$ cat config.mk
export PLATFORM = sky130hd
export DESIGN_NAME = control_cmd_read_row
export DESIGN_NICKNAME = d
export VERILOG_FILES = /design/src/rtl/calc_pkg.sv /design/src/rtl/commands_pkg.sv /design/src/rtl/readrow_addr_counter.sv /design/src/rtl/control_cmd_read_row.sv
export SDC_FILE = /design/constraint.sdc
export NUM_CORES = 1
export LEC_CHECK = 0
export ABC_CLOCK_PERIOD_IN_PS = 1400
export BUFFER_PORTS_ARGS = -buffer_cell sky130_fd_sc_hd__buf_2
export CAP_MARGIN = 20
export CORE_ASPECT_RATIO = 0.6
export CORE_UTILIZATION = 45
export DETAILED_ROUTE_END_ITERATION = 8
export GPL_TIMING_DRIVEN = 1
export PLACE_DENSITY = 0.79
export SYNTH_ARGS = -nofsm -noshare
export SYNTH_HDL_FRONTEND = slang
export SYNTH_SLANG_ARGS = --single-unit
$ cat constraint.sdc
create_clock -name clk -period 1.4 [get_ports clk]
set_clock_uncertainty 0.15 [all_clocks]
set_input_delay 0.35 -clock clk [delete_from_list [all_inputs] [get_ports clk]]
set_output_delay 0.35 -clock clk [all_outputs]
set_load 0.02 [all_outputs]
$ cat src/rtl/calc_pkg.sv
// Width helpers shared by the display command decoders: address and
// select-field widths derived from panel geometry.
package calc_pkg;

    // Never return 0 so that degenerate geometries still get a 1-bit field.
    function automatic int unsigned clog2_min1(input int unsigned n);
        return (n <= 2) ? 1 : $clog2(n);
    endfunction

    function automatic int unsigned num_row_address_bits(input int unsigned pixel_height);
        return clog2_min1(pixel_height);
    endfunction

    function automatic int unsigned num_column_address_bits(input int unsigned pixel_width);
        return clog2_min1(pixel_width);
    endfunction

    function automatic int unsigned num_pixelcolorselect_bits(input int unsigned bytes_per_pixel);
        return clog2_min1(bytes_per_pixel);
    endfunction

    function automatic int unsigned num_bytes_to_contain(input int unsigned bits);
        return (bits + 7) / 8;
    endfunction

endpackage

$ cat src/rtl/commands_pkg.sv
// Opcodes of the serial command dispatcher and the state types of the
// per-command sub-decoders.
package commands_pkg;

    typedef enum logic [7:0] {
        CMD_NOP       = 8'h00,
        CMD_READ_ROW  = 8'h01,
        CMD_WRITE_ROW = 8'h02,
        CMD_FILL      = 8'h03
    } cmd_opcode_t;

    typedef enum logic [0:0] {
        CAPTURE_ROW = 1'b0,
        DATA        = 1'b1
    } readrow_state_t;

endpackage

$ cat src/rtl/readrow_addr_counter.sv
// Down-counting column/pixel pair for the read-row decoder; presents the
// address of the next byte to be written and flags the final (0,0) slot.
module readrow_addr_counter
    import calc_pkg::*;
#(
    parameter int BYTES_PER_PIXEL = 2,
    parameter int PIXEL_WIDTH     = 64,
    localparam int CB = num_column_address_bits(PIXEL_WIDTH),
    localparam int PB = num_pixelcolorselect_bits(BYTES_PER_PIXEL)
) (
    input  logic          clk,
    input  logic          reset,
    input  logic          load_i,
    input  logic          step_i,
    output logic [CB-1:0] column_o,
    output logic [PB-1:0] pixel_o,
    output logic          last_o
);

    localparam logic [CB-1:0] COL_MAX = CB'(PIXEL_WIDTH - 1);
    localparam logic [PB-1:0] PIX_MAX = PB'(BYTES_PER_PIXEL - 1);

    logic [CB-1:0] col_q, col_d;
    logic [PB-1:0] pix_q, pix_d;

    always_comb begin
        col_d = col_q;
        pix_d = pix_q;
        if (load_i) begin
            col_d = COL_MAX;
            pix_d = PIX_MAX;
        end else if (step_i) begin
            // Pixel byte select wraps and borrows one column.
            if (pix_q == '0) begin
                pix_d = PIX_MAX;
                col_d = col_q - 1'b1;
            end else begin
                pix_d = pix_q - 1'b1;
            end
        end
    end

    always_ff @(posedge clk or negedge reset) begin
        if (!reset) begin
            col_q <= '0;
            pix_q <= '0;
        end else begin
            col_q <= col_d;
            pix_q <= pix_d;
        end
    end

    assign column_o = col_q;
    assign pixel_o  = pix_q;
    assign last_o   = (col_q == '0) && (pix_q == '0);

endmodule

$ cat src/rtl/control_cmd_read_row.sv
// "Read row" command sub-decoder: row-select byte, then one full row of pixel
// bytes turned into frame-RAM writes. Optional stall abort: CMD_READROW_TIMEOUT_EN.
module control_cmd_read_row
    import calc_pkg::*;
    import commands_pkg::*;
#(
    parameter int BYTES_PER_PIXEL = 2,
    parameter int PIXEL_HEIGHT    = 32,
    parameter int PIXEL_WIDTH     = 64,
    parameter int _UNUSED         = 0,
`ifdef CMD_READROW_TIMEOUT_EN
    parameter int TIMEOUT_CYCLES  = 4096,
`endif
    localparam int RB = num_row_address_bits(PIXEL_HEIGHT),
    localparam int CB = num_column_address_bits(PIXEL_WIDTH),
    localparam int PB = num_pixelcolorselect_bits(BYTES_PER_PIXEL)
) (
    input  logic          clk,
    input  logic          reset,
    input  logic          enable,
    input  logic [7:0]    data_in,
    output logic [RB-1:0] row,
    output logic [CB-1:0] column,
    output logic [PB-1:0] pixel,
    output logic [7:0]    data_out,
    output logic          ram_write_enable,
    output logic          ram_access_start,
    output logic          done
);

    if (_UNUSED != 0) begin : g_unused_placeholder
    end

    readrow_state_t state_q, state_d;
    logic [RB-1:0]  row_q, row_d;
    logic [CB-1:0]  column_q, column_d;
    logic [PB-1:0]  pixel_q, pixel_d;
    logic [7:0]     data_q, data_d;
    logic           we_q, we_d;
    logic           ras_q, ras_d;
    logic           done_q, done_d;

    logic           cnt_load, cnt_step, cnt_last;
    logic [CB-1:0]  cnt_column;
    logic [PB-1:0]  cnt_pixel;
    logic           timeout;

    readrow_addr_counter #(
        .BYTES_PER_PIXEL (BYTES_PER_PIXEL),
        .PIXEL_WIDTH     (PIXEL_WIDTH)
    ) u_addr (
        .clk      (clk),
        .reset    (reset),
        .load_i   (cnt_load),
        .step_i   (cnt_step),
        .column_o (cnt_column),
        .pixel_o  (cnt_pixel),
        .last_o   (cnt_last)
    );

`ifdef CMD_READROW_TIMEOUT_EN
    localparam int TW = $clog2(TIMEOUT_CYCLES + 1);

    logic [TW-1:0] idle_q, idle_d;

    always_comb begin
        idle_d = '0;
        if ((state_q == DATA) && !enable)
            idle_d = idle_q + 1'b1;
    end

    // Fires on the TIMEOUT_CYCLES-th consecutive idle clock spent in DATA.
    assign timeout = (state_q == DATA) && !enable && (idle_q == TW'(TIMEOUT_CYCLES - 1));

    always_ff @(posedge clk or negedge reset) begin
        if (!reset)
            idle_q <= '0;
        else
            idle_q <= idle_d;
    end
`else
    assign timeout = 1'b0;
`endif

    always_comb begin
        state_d  = state_q;
        row_d    = row_q;
        column_d = column_q;
        pixel_d  = pixel_q;
        data_d   = data_q;
        we_d     = we_q;
        ras_d    = ras_q;
        done_d   = 1'b0;
        cnt_load = 1'b0;
        cnt_step = 1'b0;

        // The clock after done retires the final write even if a new row byte lands.
        if (done_q) begin
            data_d = '0;
            we_d   = 1'b0;
        end

        case (state_q)
            CAPTURE_ROW: begin
                if (enable) begin
                    row_d    = data_in[RB-1:0];
                    data_d   = '0;
                    we_d     = 1'b0;
                    cnt_load = 1'b1;
                    state_d  = DATA;
                end
            end
            DATA: begin
                if (enable) begin
                    data_d   = data_in;
                    we_d     = 1'b1;
                    column_d = cnt_column;
                    pixel_d  = cnt_pixel;
                    ras_d    = ~ras_q;
                    cnt_step = 1'b1;
                    if (cnt_last) begin
                        done_d  = 1'b1;
                        state_d = CAPTURE_ROW;
                    end
                end else if (timeout) begin
                    data_d   = '0;
                    we_d     = 1'b0;
                    cnt_load = 1'b1;
                    state_d  = CAPTURE_ROW;
                end
            end
            default: state_d = CAPTURE_ROW;
        endcase
    end

    always_ff @(posedge clk or negedge reset) begin
        if (!reset) begin
            state_q  <= CAPTURE_ROW;
            row_q    <= '0;
            column_q <= '0;
            pixel_q  <= '0;
            data_q   <= '0;
            we_q     <= 1'b0;
            ras_q    <= 1'b0;
            done_q   <= 1'b0;
        end else begin
            state_q  <= state_d;
            row_q    <= row_d;
            column_q <= column_d;
            pixel_q  <= pixel_d;
            data_q   <= data_d;
            we_q     <= we_d;
            ras_q    <= ras_d;
            done_q   <= done_d;
        end
    end

    assign row              = row_q;
    assign column           = column_q;
    assign pixel            = pixel_q;
    assign data_out         = data_q;
    assign ram_write_enable = we_q;
    assign ram_access_start = ras_q;
    assign done             = done_q;

endmodule

# After elaboration in Yosys (flattened, before gate mapping)
# Index checks and enable logic that the tools add are counted.
totals:
  output_inout_bits: 23
  ff_bits: 31
classes:
  eq_ne: 1
  n_mux: 23
  addsub: 2
  reduce_logical: 6
  n_bitwise: 3
ops:
  columns: ["cell", "count"]
  rows:
  - ["$mux 8", 3]
  - ["$mux 6", 3]
  - ["$pmux 8 s2", 1]
  - ["$mux 1", 13]
  - ["$logic_not 6->1", 1]
  - ["$pmux 1 s2", 3]
  - ["$reduce_and 2->1", 3]
  - ["$sub 6x1->6 const B", 1]
  - ["$not 1->1", 3]
  - ["$ne 2x2->1 const B", 1]
  - ["$reduce_bool 2->1", 1]
  - ["$logic_and 1x1->1", 1]
  - ["$sub 1x1->1 const B", 1]

# Logic depth before layout (Yosys ltp)
# Gate-level depths: netlist of run 1.
depth:
  ltp_word: 5
  mapped_depth: 5
  ltp_nobuf: 5

# Cells and area by module
# From an unflattened synthesis of run 1, not the netlist that was laid out.
hier_totals:
  cells_unflattened: 92
  area_unflattened_um2: 1287.5
by_module_without_submodules:
  columns: ["module", "seq_area_each_um2", "area_per_inst_um2", "instances", "cells_per_inst"]
  rows:
  - ["control_cmd_read_row", 600.6, 900.9, 1, 58]
  - ["readrow_addr_counter", 175.2, 386.6, 1, 34]

# Least setup slack after synthesis of run 1
# OpenSTA, ideal clock, no wires.
synth_timing:
  kind: "reg2reg"
  start: "register u_addr.col_q[0] (netlist: u_addr.column_o[0])"
  end: "register u_addr.col_q[1] (netlist: u_addr.column_o[1])"
  setup_time_ns: 0.127
  t_arrival_ns: 1.079
  setup_slack_ns: 0.044
  stages_incl_launch_ff: 5
  path_buffers: 0
  cell_sequence: "dfrtp_1 > inv_1 > ha_1 > inv_1 > o32a_2"
synth_between:
  elab_chain_cells: 4
synth_lines:
  columns: ["item", "line_no", "text"]
  rows:
  - ["start: declaration", "readrow_addr_counter.sv:23", "logic [CB-1:0] col_q, col_d;"]
  - ["start signal: assignment", "readrow_addr_counter.sv:48", "col_q <= col_d;"]
  - ["$sub 6x1->6", "readrow_addr_counter.sv:36", "col_d = col_q - 1'b1;"]
  - ["$mux 6", "readrow_addr_counter.sv:34", "if (pix_q == '0) begin"]
  - ["$mux 6", "readrow_addr_counter.sv:32", "end else if (step_i) begin"]
  - ["$mux 6", "readrow_addr_counter.sv:29", "if (load_i) begin"]
# No other way between the ends. The select of a mux whose other input is x is not followed.
# A chain may end at the register's enable or synchronous reset.

# Final worst setup path of run 1
layout_timing:
  start: "register u_addr.col_q[0] (netlist: u_addr.column_o[0])"
  end: "register u_addr.col_q[4] (netlist: u_addr.column_o[4])"
# The elaborated chain is that of the path after synthesis.

==> results of run 1 <==
[cell families after synthesis]
logic type / count (synthesis) / share of synthesized area [%]
multiplexers: 5 / 4.44
AND/OR/NAND/NOR: 38 / 14.4
buffers and inverters: 8 / 3.65
flip-flops: 31 / 61.1
AO/OA/AOI/OAI: 22 / 13.7
XOR/XNOR: 1 / 0.690
adder cells (fa/ha/maj): 2 / 1.97
[layout make-up]
cell class	instances	area (um2)
clock inverter	1	5.00
inverter	5	18.8
clock buffer	7	76.3
timing repair buffer	45	258
sequential	31	777
multi-input combinational	68	469
tap	32	40.0
fill	212	948
[how the worst max path moves through the flow]
stage	depth (start not counted)	from	slack [ns]	to
3_3_place_gp	5	u_addr.column_o[0]	0.05	u_addr.column_o[4]
3_5_place_dp	5	u_addr.column_o[1]	-0.04	u_addr.column_o[4]
5_1_grt	5	u_addr.column_o[0]	-0.01	u_addr.column_o[4]
6_report	5	u_addr.column_o[0]	0.02	u_addr.column_o[4]
2_1_floorplan	4	u_addr.column_o[0]	0.04	u_addr.column_o[1]
4_1_cts	4	u_addr.column_o[1]	0.02	u_addr.column_o[1]
[metal layers]
layer | routed length [um] | up-vias | part of all wire [%]
met1 | 1300 | 465 | 45
met4 | 24 | 0 | 0.83
li1 | - | 469 | -
met2 | 1360 | 31 | 47
met5 | 0 | - | 0
met3 | 217 | 3 | 7.5
[metrics by stage]
step           std cells  util, %  setup TNS [ns]
2_1_floorplan        107        -               0
3_3_place_gp         177     58.1               0
3_5_place_dp         177     58.1         -0.0422
4_1_cts              186     61.8               0
5_1_grt              189     63.4         -0.0142
6_report             189     63.4               0
[cells in the final DEF, fill, tap and decap left out, types with 2 or more instances in the layout]
cell type   n
buf_2      33
dfrtp_1    30
nand2_1    23
buf_4      11
a22o_1      7
mux2_2      5
clkbuf_8    5
nor2_1      4
o21ai_0     4
inv_2       3
o22ai_1     3
inv_1       2
a21oi_1     2
and3_2      2
clkbuf_1    2
[repair_timing]
action / CTS / global route
pin swaps: 0 / 1
hold buffers: 1 / 0
setup endpoints to repair: 1 / 12
endpoints found under the hold margin: 31 / 0
buffers inserted: 0 / 3
resized for setup: 1 / 5
[sequential cells by signal, summed over array words and instances, names as in the netlist]
name,cells
column,6
row,5
done,1
state_q,1
pixel,1
data_out,8
u_addr.column_o,6
ram_access_start,1
u_addr.pixel_o,1
ram_write_enable,1
[power breakdown]
part | switching, W | internal (W) | total (W)
combinational | 0.000502 | 0.000392 | 0.000894
clock | 0.000327 | 0.000348 | 0.000675
sequential | 0.000188 | 0.00112 | 0.00131
==> impl_metrics.env, run 1 <==
export IMPL_met2_usage_pct=31.7
export IMPL_synthFlopType="dfrtp_1"
export IMPL_ff2ff_path_depth=5
export IMPL_drtIter0Drc=85
export IMPL_gp_congestion=0.851
export IMPL_rr_startpoint="u_addr.column_o[0]"
export IMPL_grt_max_degree=32
export IMPL_core_area_um2=2590
export IMPL_h_tree_depth=2
export IMPL_post_dp_cell_area_um2=1510
export IMPL_hold_end="data_out[6]"
export IMPL_yosysWarnings=0
export IMPL_fmax_ghz=0.727
export IMPL_p_per_area_nw_per_um2=1750
export IMPL_slew_viol_final=0
export IMPL_via_per_inst=5.12
export IMPL_grt_pass1_wl_mm=4.68
export IMPL_synth_top_area_share_pct=61.1
export IMPL_ios=34
export IMPL_finalCritPeriodShare_pct=98.3
export IMPL_timing_rr_end="u_addr.column_o[4]"
export IMPL_overflow=0
export IMPL_dp_slack_ns=-0.0422
export IMPL_rsz0062_at_grt="yes"
export IMPL_cts_reportedPaths_clkPinSlew_ns=0.07
export IMPL_drv_cap=0
export IMPL_setup_ws_ns=0.0244
export IMPL_numCtsBuffers=5
export IMPL_cp_required_ns=1.41
export IMPL_max_slew_margin_pct=74.2
export IMPL_cts_tree="built"
export IMPL_die_width_um=70.6
export IMPL_start_util_pct=48.9
export IMPL_r2r_setup_slack_ns=0.02
export IMPL_holdPathStages=2
export IMPL_setup_viol=0
export IMPL_finalInstanceArea_um2=1640
export IMPL_path_class="reg -> reg"
export IMPL_arrival_ns=1.39
export IMPL_firstDrtPassIters=6
export IMPL_hold_slack_ns=0.137
export IMPL_synth_area_leaders="dfrtp_1 61%, nand2_1 6.8%, a22o_1 4.8%"
export IMPL_grt_usage_pct=21.7
export IMPL_end_kind="flip-flop"
export IMPL_syn_to_final_growth_pct=29.6
export IMPL_drc=4
export IMPL_vias=968
export IMPL_grt_util_met1_pct=29.5
export IMPL_holdCritPathClass="in -> reg"
export IMPL_synth_area_leader_cell="dfrtp_1"
export IMPL_synth_fp_nets=120
export IMPL_die_area_um2=3040
export IMPL_cellLeakagePower_nw=0.832
export IMPL_cp_top_family="simple AND/OR/NAND/NOR gates"
export IMPL_min_from="data_in[6]"
export IMPL_synth_edff_count=0
export IMPL_fin_nets=169
export IMPL_synth_commonest_cells="31 x dfrtp_1, 23 x nand2_1, 7 x a22o_1"
export IMPL_seq_area_frac_synth_pct=61.1
export IMPL_drive_above_1_share_pct=43.9
export IMPL_ys_ff_latch=31
export IMPL_cts_root_buf="clkbuf_8"
export IMPL_grt_pass1_vias=927
export IMPL_antenna_found_initial=0
export IMPL_crit_chain="inv_2, ha_1, nor3b_2, and3_2, o22ai_1"
export IMPL_grt_busiest_layer="met2"
export IMPL_yosysMostFrequentCell="dfrtp_1"
export IMPL_finalPower_w=0.00288
export IMPL_vdd_drop_max_uv=1220
export IMPL_cp_slowest_stage_delay_ns=0.39
export IMPL_min_period_ns=1.38
export IMPL_syn_inst=107
export IMPL_postRouteAntennaNets=0
export IMPL_synth_area_um2=1270
export IMPL_fp_row_count=14
export IMPL_antennaDiodeCount=0
export IMPL_final_hold_violation_count=0
export IMPL_clockBufferDepth=2
export IMPL_critPathBufInv=1
export IMPL_die_h_um=43.1
export IMPL_tightest_slew_ns=0.386
export IMPL_start_kind="flip-flop"
export IMPL_worstSkewPairLatency_ns=0.28
export IMPL_use_met3_pct=8.79
export IMPL_ys_async_sr_fraction_pct=100
export IMPL_worstPathMaxFanout=3
export IMPL_postSynthAreaPerCell_um2=11.9
export IMPL_violations="DRC"
export IMPL_finalWirelength_mm=2.90
export IMPL_place_port_buffers=33
export IMPL_wire_per_inst_um=15.3
export IMPL_hpwl_mm=1.98
export IMPL_cts_sinks=31
export IMPL_ys_types=28
export IMPL_crit_slowest_cell="dfrtp_1"
export IMPL_status="complete, but fails checks"
Note: power is estimated with default switching activity, not from simulation.
==> inputs of run 2 (changes only) <==
--- a/config.mk
+++ b/config.mk
@@ -5,14 +5,14 @@
 export SDC_FILE = /design/constraint.sdc
 export NUM_CORES = 1
 export LEC_CHECK = 0
+export ABC_AREA = 1
 export ABC_CLOCK_PERIOD_IN_PS = 1400
 export BUFFER_PORTS_ARGS = -buffer_cell sky130_fd_sc_hd__buf_2
-export CAP_MARGIN = 20
 export CORE_ASPECT_RATIO = 0.6
-export CORE_UTILIZATION = 45
+export CORE_UTILIZATION = 46
 export DETAILED_ROUTE_END_ITERATION = 8
 export GPL_TIMING_DRIVEN = 1
-export PLACE_DENSITY = 0.79
+export PLACE_DENSITY = 0.8
 export SYNTH_ARGS = -nofsm -noshare
 export SYNTH_HDL_FRONTEND = slang
 export SYNTH_SLANG_ARGS = --single-unit
==> run 2 against run 1 <==
  * The run still ends with DRC left
  * Sequential share of layout area increased by 1.6 points
  * Die area increased by 0.68%
  * Routed wire length decreased by 10%
  * Final area decreased by 3.2%
  * Non-clock buffer count decreased by 6
  * Critical path depth decreased by 4
  * Worst setup slack improved by 0.046 ns
  * Critical path type is now reg -> out
  * Largest cell class unchanged
  * Highest routed layer unchanged
==> impl_metrics.env, run 2 <==
export IMPL_finalInstanceArea_um2=1590
export IMPL_rr_startpoint="u_addr.column_o[0]"
export IMPL_seqPwrFrac_pct=43.9
export IMPL_clockBufferDepth=2
export IMPL_intPower_w=0.00194
export IMPL_cp_required_ns=0.90
export IMPL_synth_top_area_share_pct=59.4
export IMPL_worstPathMaxFanout=2
export IMPL_fmax_ghz=0.752
export IMPL_via_per_inst=4.95
export IMPL_synthFlopType="dfrtp_1"
export IMPL_multi_input_area_um2=420
export IMPL_ff2ff_path_depth=5
export IMPL_synthAdderAreaFrac_pct=1.92
export IMPL_max_slew_margin_pct=73.4
export IMPL_ys_types=22
export IMPL_grt_usage_pct=19.1
export IMPL_seq_area_frac_synth_pct=59.4
export IMPL_syn_inst=128
export IMPL_drive_above_1_share_pct=33.5
export IMPL_crit_chain="buf_2"
export IMPL_finalWirelength_mm=2.60
export IMPL_ys_async_sr_fraction_pct=100
export IMPL_final_common_cell="buf_2"
export IMPL_synth_commonest_cells="31 x dfrtp_1, 27 x nand2_1, 15 x o21ai_0"
export IMPL_cts_root_buf="clkbuf_8"
export IMPL_holdPathStages=2
export IMPL_nFillCells=221
export IMPL_rsz0062_at_grt="no"
export IMPL_seq_area_um2=777
export IMPL_drc=4
export IMPL_yosysWarnings=0
export IMPL_die_area_um2=3060
export IMPL_die_width_um=70.8
export IMPL_ios=34
export IMPL_grt_pass1_vias=910
export IMPL_end_kind="output pin"
export IMPL_cp_top_family="flip-flops"
export IMPL_comb_power_share_pct=35.4
export IMPL_ys_ff_latch=31
export IMPL_synth_compound_area_share_pct=12.4
export IMPL_synth_area_leaders="dfrtp_1 59%, nand2_1 7.8%, o21ai_0 5.7%"
export IMPL_cellLeakagePower_nw=0.832
export IMPL_p_per_area_nw_per_um2=1950
export IMPL_vdd_drop_max_uv=997
export IMPL_path_class="reg -> out"
export IMPL_synth_top_family_by_area="simple AND/OR/NAND/NOR gates"
export IMPL_syn_to_final_growth_pct=21.8
export IMPL_h_tree_depth=2
export IMPL_antennaDiodeCount=0
export IMPL_power_switching_w=0.00116
export IMPL_r2r_setup_slack_ns=0.08
export IMPL_swShare_pct=37.4
export IMPL_overflow=0
export IMPL_arrival_ns=0.83
export IMPL_largest_reg_flops=8
export IMPL_yosysMostFrequentCell="dfrtp_1"
export IMPL_setup_tns_ns=0
export IMPL_start_util_pct=50.4
export IMPL_tightest_slew_ns=0.398
export IMPL_setup_viol=0
export IMPL_most_common_layout_cells="33 x buf_2, 30 x dfrtp_1, 27 x nand2_1"
export IMPL_post_dp_cell_area_um2=1500
export IMPL_synth_area_leader_cell="dfrtp_1"
export IMPL_place_port_buffers=33
export IMPL_cts_tree="built"
export IMPL_synth_mux_area_share_pct=1.15
export IMPL_worstSkewPairLatency_ns=0.28
export IMPL_gp_congestion=0.865
export IMPL_violations="DRC"
export IMPL_synth_edff_count=0
export IMPL_fp_row_count=14
export IMPL_finalCritPeriodShare_pct=95.0
export IMPL_slew_viol_final=0
export IMPL_hold_end="data_out[7]"
export IMPL_crit_slowest_cell="dfrtp_1"
export IMPL_synth_fp_nets=141
export IMPL_postSynthAreaPerCell_um2=10.2
export IMPL_cts_sinks=31
export IMPL_min_from="data_in[7]"
export IMPL_start_kind="flip-flop"
export IMPL_synthXorXnorAreaFrac_pct=0.670
export IMPL_postRouteAntennaNets=0
export IMPL_antenna_found_initial=0
export IMPL_cts_reportedPaths_clkPinSlew_ns=0.06
export IMPL_synth_area_um2=1310
export IMPL_die_h_um=43.3
export IMPL_core_area_um2=2590
export IMPL_drtIter0Drc=60
export IMPL_final_hold_violation_count=0
export IMPL_fin_nets=182
export IMPL_vias=1000
export IMPL_timing_rr_end="u_addr.column_o[4]"
export IMPL_firstDrtPassIters=6
export IMPL_synthSimpleGateAreaFrac_pct=16.1
export IMPL_critPathBufInv=1
export IMPL_status="complete, but fails checks"
export IMPL_wire_per_inst_um=12.9
export IMPL_cp_slowest_stage_delay_ns=0.39
export IMPL_holdCritPathClass="in -> reg"
export IMPL_hpwl_mm=1.96
export IMPL_min_period_ns=1.33
export IMPL_drv_cap=0
export IMPL_power_frac_clock_pct=20.7
export IMPL_grt_max_degree=32
export IMPL_post_cts_buffers=0
export IMPL_numCtsBuffers=5
export IMPL_grt_pass1_wl_mm=4.18
==> run 2: cell types whose count changed in the layout (fill, tap and decap cells not counted), moves of 2 or more <==
cell,change
nand2_1,+4
a32o_1,+2
buf_4,-6
nand3_1,+6
inv_1,+12
nor2_1,+3
o22ai_1,-3
a22o_1,-7
o21ai_2,+5
nand4_1,+2
mux2_2,-5
and3_2,-2
o21ai_0,+10
==> run 2: worst reg2reg max path: cells and delay by family (launching register included) <==
family | cells | cell delay (ns)
fa+ha+maj | 1 | 0.18
flops | 1 | 0.37
compound gates | 1 | 0.16
buf+inv | 1 | 0.11
simple gates | 2 | 0.22
==> run 2: layout make-up <==
type / count / share of cell area [%]
clock inverters: 1 / 0.314
clock buffers: 7 / 4.80
inverters: 16 / 3.77
multi-input cells: 76 / 26.4
repair buffers: 39 / 13.4
flip-flops and latches: 31 / 48.8
well taps: 32 / 2.52
==> run 2: power by group through the flow <==
| stage | clock, W | combinational, W | sequential [W] |
|---|---|---|---|
| detailed placement | 0 | 0.00110 | 0.00137 |
| global placement | 0 | 0.00106 | 0.00136 |
| CTS | 0.000667 | 0.00111 | 0.00136 |
| finish | 0.000643 | 0.00110 | 0.00136 |
| global route | 0.000713 | 0.00120 | 0.00140 |
| floorplan | 0 | 0.000469 | 0.00160 |
==> run 2: worst max path at each step <==
stage / from / endpoint / slack [ns] / cells after the start
floorplan: u_addr.column_o[0] / u_addr.column_o[4] / 0.15 / 5
global placement: enable / u_addr.column_o[0] / 0.08 / 4
detailed placement: enable / u_addr.column_o[0] / 0.03 / 4
CTS: u_addr.column_o[0] / u_addr.column_o[4] / 0.05 / 5
global route: u_addr.column_o[0] / u_addr.column_o[4] / 0.01 / 5
finish: data_out[3] / data_out[3] / 0.07 / 1
==> run 2: repair_timing <==
| item | 4_1_cts | 5_1_grt |
|---|---|---|
| gates resized for setup | 0 | 2 |
| hold endpoints to repair | 31 | 0 |
| hold buffers | 1 | 0 |
| endpoints found under the setup margin | 0 | 4 |
==> run 2: kinds of logic after synthesis <==
logic type | Yosys count
buffers and inverters | 21
adders and majority gates | 2
DFF | 31
muxes | 1
xor gates and xnor gates | 1
AOI/OAI and AO/OA | 25
and+or+nand+nor | 47
==> run 2: metal layers <==
| layer | routed length (um) | GRT usage, % |
|---|---|---|
| met1 | 1290 | 25.4 |
| met2 | 1100 | 27.9 |
| met3 | 177 | 6.89 |
| met4 | 37 | 8.80 |
| met5 | 0 | 0 |
==> run 2: through the flow <==
step                      worst slack [ns]  hold WS [ns]  util, %  cells  total power, W
after floorplan                      0.155       -0.0956        -    128         0.00207
after global placement              0.0824         0.227     57.8    193         0.00242
final                               0.0700         0.187     61.4    202         0.00311
after detailed placement            0.0314         0.237     57.8    193         0.00247
after global routing                0.0118         0.187     61.4    202         0.00332
after CTS                           0.0488         0.180     61.3    202         0.00314
==> inputs of run 3 (changes only) <==
--- a/config.mk
+++ b/config.mk
@@ -6,7 +6,7 @@
 export NUM_CORES = 1
 export LEC_CHECK = 0
 export ABC_AREA = 1
-export ABC_CLOCK_PERIOD_IN_PS = 1400
+export ABC_CLOCK_PERIOD_IN_PS = 1200
 export BUFFER_PORTS_ARGS = -buffer_cell sky130_fd_sc_hd__buf_2
 export CORE_ASPECT_RATIO = 0.6
 export CORE_UTILIZATION = 46
==> constraint.sdc (replaced) <==
create_clock -name clk -period 1.2 [get_ports clk]
set_clock_uncertainty 0.15 [all_clocks]
set_input_delay 0.3 -clock clk [delete_from_list [all_inputs] [get_ports clk]]
set_output_delay 0.3 -clock clk [all_outputs]
set_load 0.02 [all_outputs]
==> run 3 against run 2 <==
  * Critical endpoint is now column[4]
  * First-iteration DRC count increased by 130%
  * Highest routed layer unchanged
  * Largest power group is now combinational cells
  * Critical path depth grew 2
  * Power is 52% higher
  * Via count grew 22%
  * Worst setup slack got worse by 0.16 ns
  * Core utilization is 19 points higher
  * Largest cell class unchanged
  * Register-to-register slack worse by 0.17 ns
  * The run ends with DRC, setup timing left
  * Global-route usage is 4.4 points higher
==> impl_metrics.env, run 3 (synthesized netlist as in run 2, its figures left out) <==
export IMPL_status="complete, but fails checks"
export IMPL_violations="DRC, setup timing"
export IMPL_cellLeakagePower_nw=1.05
export IMPL_critical_path_endpoint="column[4]"
export IMPL_cts_tree="built"
export IMPL_arrival_ns=1.30
export IMPL_antennaDiodeCount=0
export IMPL_worstPathMaxFanout=6
export IMPL_end_kind="flip-flop"
export IMPL_ios=34
export IMPL_drive_above_1_share_pct=50.5
export IMPL_layout_cells_non_filler=234
export IMPL_worstSkewPairLatency_ns=0.28
export IMPL_drtIter0Drc=139
export IMPL_clockBufferDepth=2
export IMPL_overflow=0
export IMPL_hpwl_mm=1.90
export IMPL_cts_root_buf="clkbuf_8"
export IMPL_min_period_ns=1.29
export IMPL_finalCritPeriodShare_pct=108
export IMPL_most_common_layout_cells="33 x buf_4, 30 x dfrtp_1, 26 x nand2_1, 26 x buf_6, 11 x inv_1"
export IMPL_dp_cells=197
export IMPL_max_slew_margin_pct=82.1
export IMPL_gp_congestion=0.871
export IMPL_final_hold_violation_count=0
export IMPL_via_per_inst=5.22
export IMPL_setup_tns_ns=-1.71
export IMPL_grt_max_degree=32
export IMPL_die_h_um=43.3
export IMPL_fin_nets=214
export IMPL_grt_pass1_wl_mm=5.09
export IMPL_final_common_cell="buf_4"
export IMPL_place_port_buffers=33
export IMPL_start_util_pct=50.4
export IMPL_grt_pass1_vias=1092
export IMPL_rsz0062_at_grt="yes"
export IMPL_cts_reportedPaths_clkPinSlew_ns=0.06
export IMPL_die_area_um2=3060
export IMPL_syn_to_final_growth_pct=58.6
export IMPL_vdd_drop_max_uv=1340
export IMPL_finalWirelength_mm=3.70
export IMPL_h_tree_depth=2
export IMPL_antenna_found_initial=0
export IMPL_wire_per_inst_um=15.8
export IMPL_fp_row_count=14
export IMPL_cp_required_ns=1.21
export IMPL_r2r_setup_slack_ns=-0.09
export IMPL_cts_sinks=31
export IMPL_start_kind="flip-flop"
export IMPL_holdCritPathClass="in -> reg"
export IMPL_min_from="data_in[5]"
export IMPL_vias=1221
export IMPL_drv_cap=0
export IMPL_p_per_area_nw_per_um2=2280
export IMPL_drc=2
export IMPL_ff2ff_path_depth=3
export IMPL_postRouteAntennaNets=0
export IMPL_firstDrtPassIters=8
export IMPL_grt_usage_pct=23.5
export IMPL_slew_viol_final=0
export IMPL_fmax_ghz=0.775
export IMPL_rr_startpoint="state_q"
export IMPL_setup_viol=31
export IMPL_die_width_um=70.8
export IMPL_tightest_slew_ns=0.268
export IMPL_numCtsBuffers=5
export IMPL_largest_reg_flops=8
export IMPL_timing_rr_end="column[4]"
export IMPL_core_area_um2=2590
export IMPL_finalPower_w=0.00472
export IMPL_setup_ws_ns=-0.0909
export IMPL_startpoint="state_q"
export IMPL_path_class="reg -> reg"
run 3: cell types whose count changed in the layout (fill, tap and decap cells not counted), sizes merged:
cell and delta:
buf +32, clkbuf +1, clkinv -1
run 3: how the worst min path moves through the flow:
stage | cells after the start | end | slack (ns)
floorplan | 0 | column[0] | -0.15
global placement | 2 | ram_access_start | 0.11
detailed placement | 2 | pixel | 0.11
CTS | 3 | row[4] | 0.12
global route | 2 | data_out[5] | 0.12
finish | 2 | data_out[5] | 0.13
run 3: cell type report:
| type | count | area (um2) |
|---|---|---|
| sequential | 31 | 777 |
| timing repair buffer | 71 | 621 |
| fill | 153 | 520 |
| multi-input combinational | 76 | 472 |
| clock buffer | 8 | 100 |
| inverter | 16 | 62.6 |
| tap | 32 | 40.0 |
run 3: critical path, stage by stage, from the launching register on:
cell and delay [ns]:
dfrtp_2 0.47, buf_6 0.15, nand2_4 0.09, mux2_4 0.31
run 3: power by group:
part	switching, W	total [W]	internal (W)
combinational	0.00104	0.00216	0.00112
sequential	0.000277	0.00167	0.00139
clock	0.000376	0.000899	0.000523
total	0.00169	0.00472	0.00303
run 3: through the flow:
step	cell area [um2]	hold WS (ns)	worst slack [ns]	util, %
floorplan	1310	-0.146	-0.0130	-
global placement	1540	0.114	-0.112	59.5
detailed placement	1540	0.113	-0.128	59.5
CTS	1940	0.124	-0.0829	74.7
global route	2070	0.123	-0.154	79.9
finish	2070	0.128	-0.0909	79.9
run 3: repair_timing:
| item | CTS | global route |
|---|---|---|
| hold buffers | 1 | 0 |
| setup buffers | 15 | 13 |
| pin swaps | 5 | 6 |
| hold endpoints to repair | 31 | 0 |
| setup endpoints to repair | 37 | 37 |
| gates resized for setup | 55 | 20 |
run 3: per-layer routing:
layer  track usage (%)  vias to the layer above  wire length, um
li1                  -                      560                -
met1              28.4                      577             1540
met2              35.2                       74             1780
met3              13.3                       10              322
met4              8.40                        0               51
met5                 0                        -                0
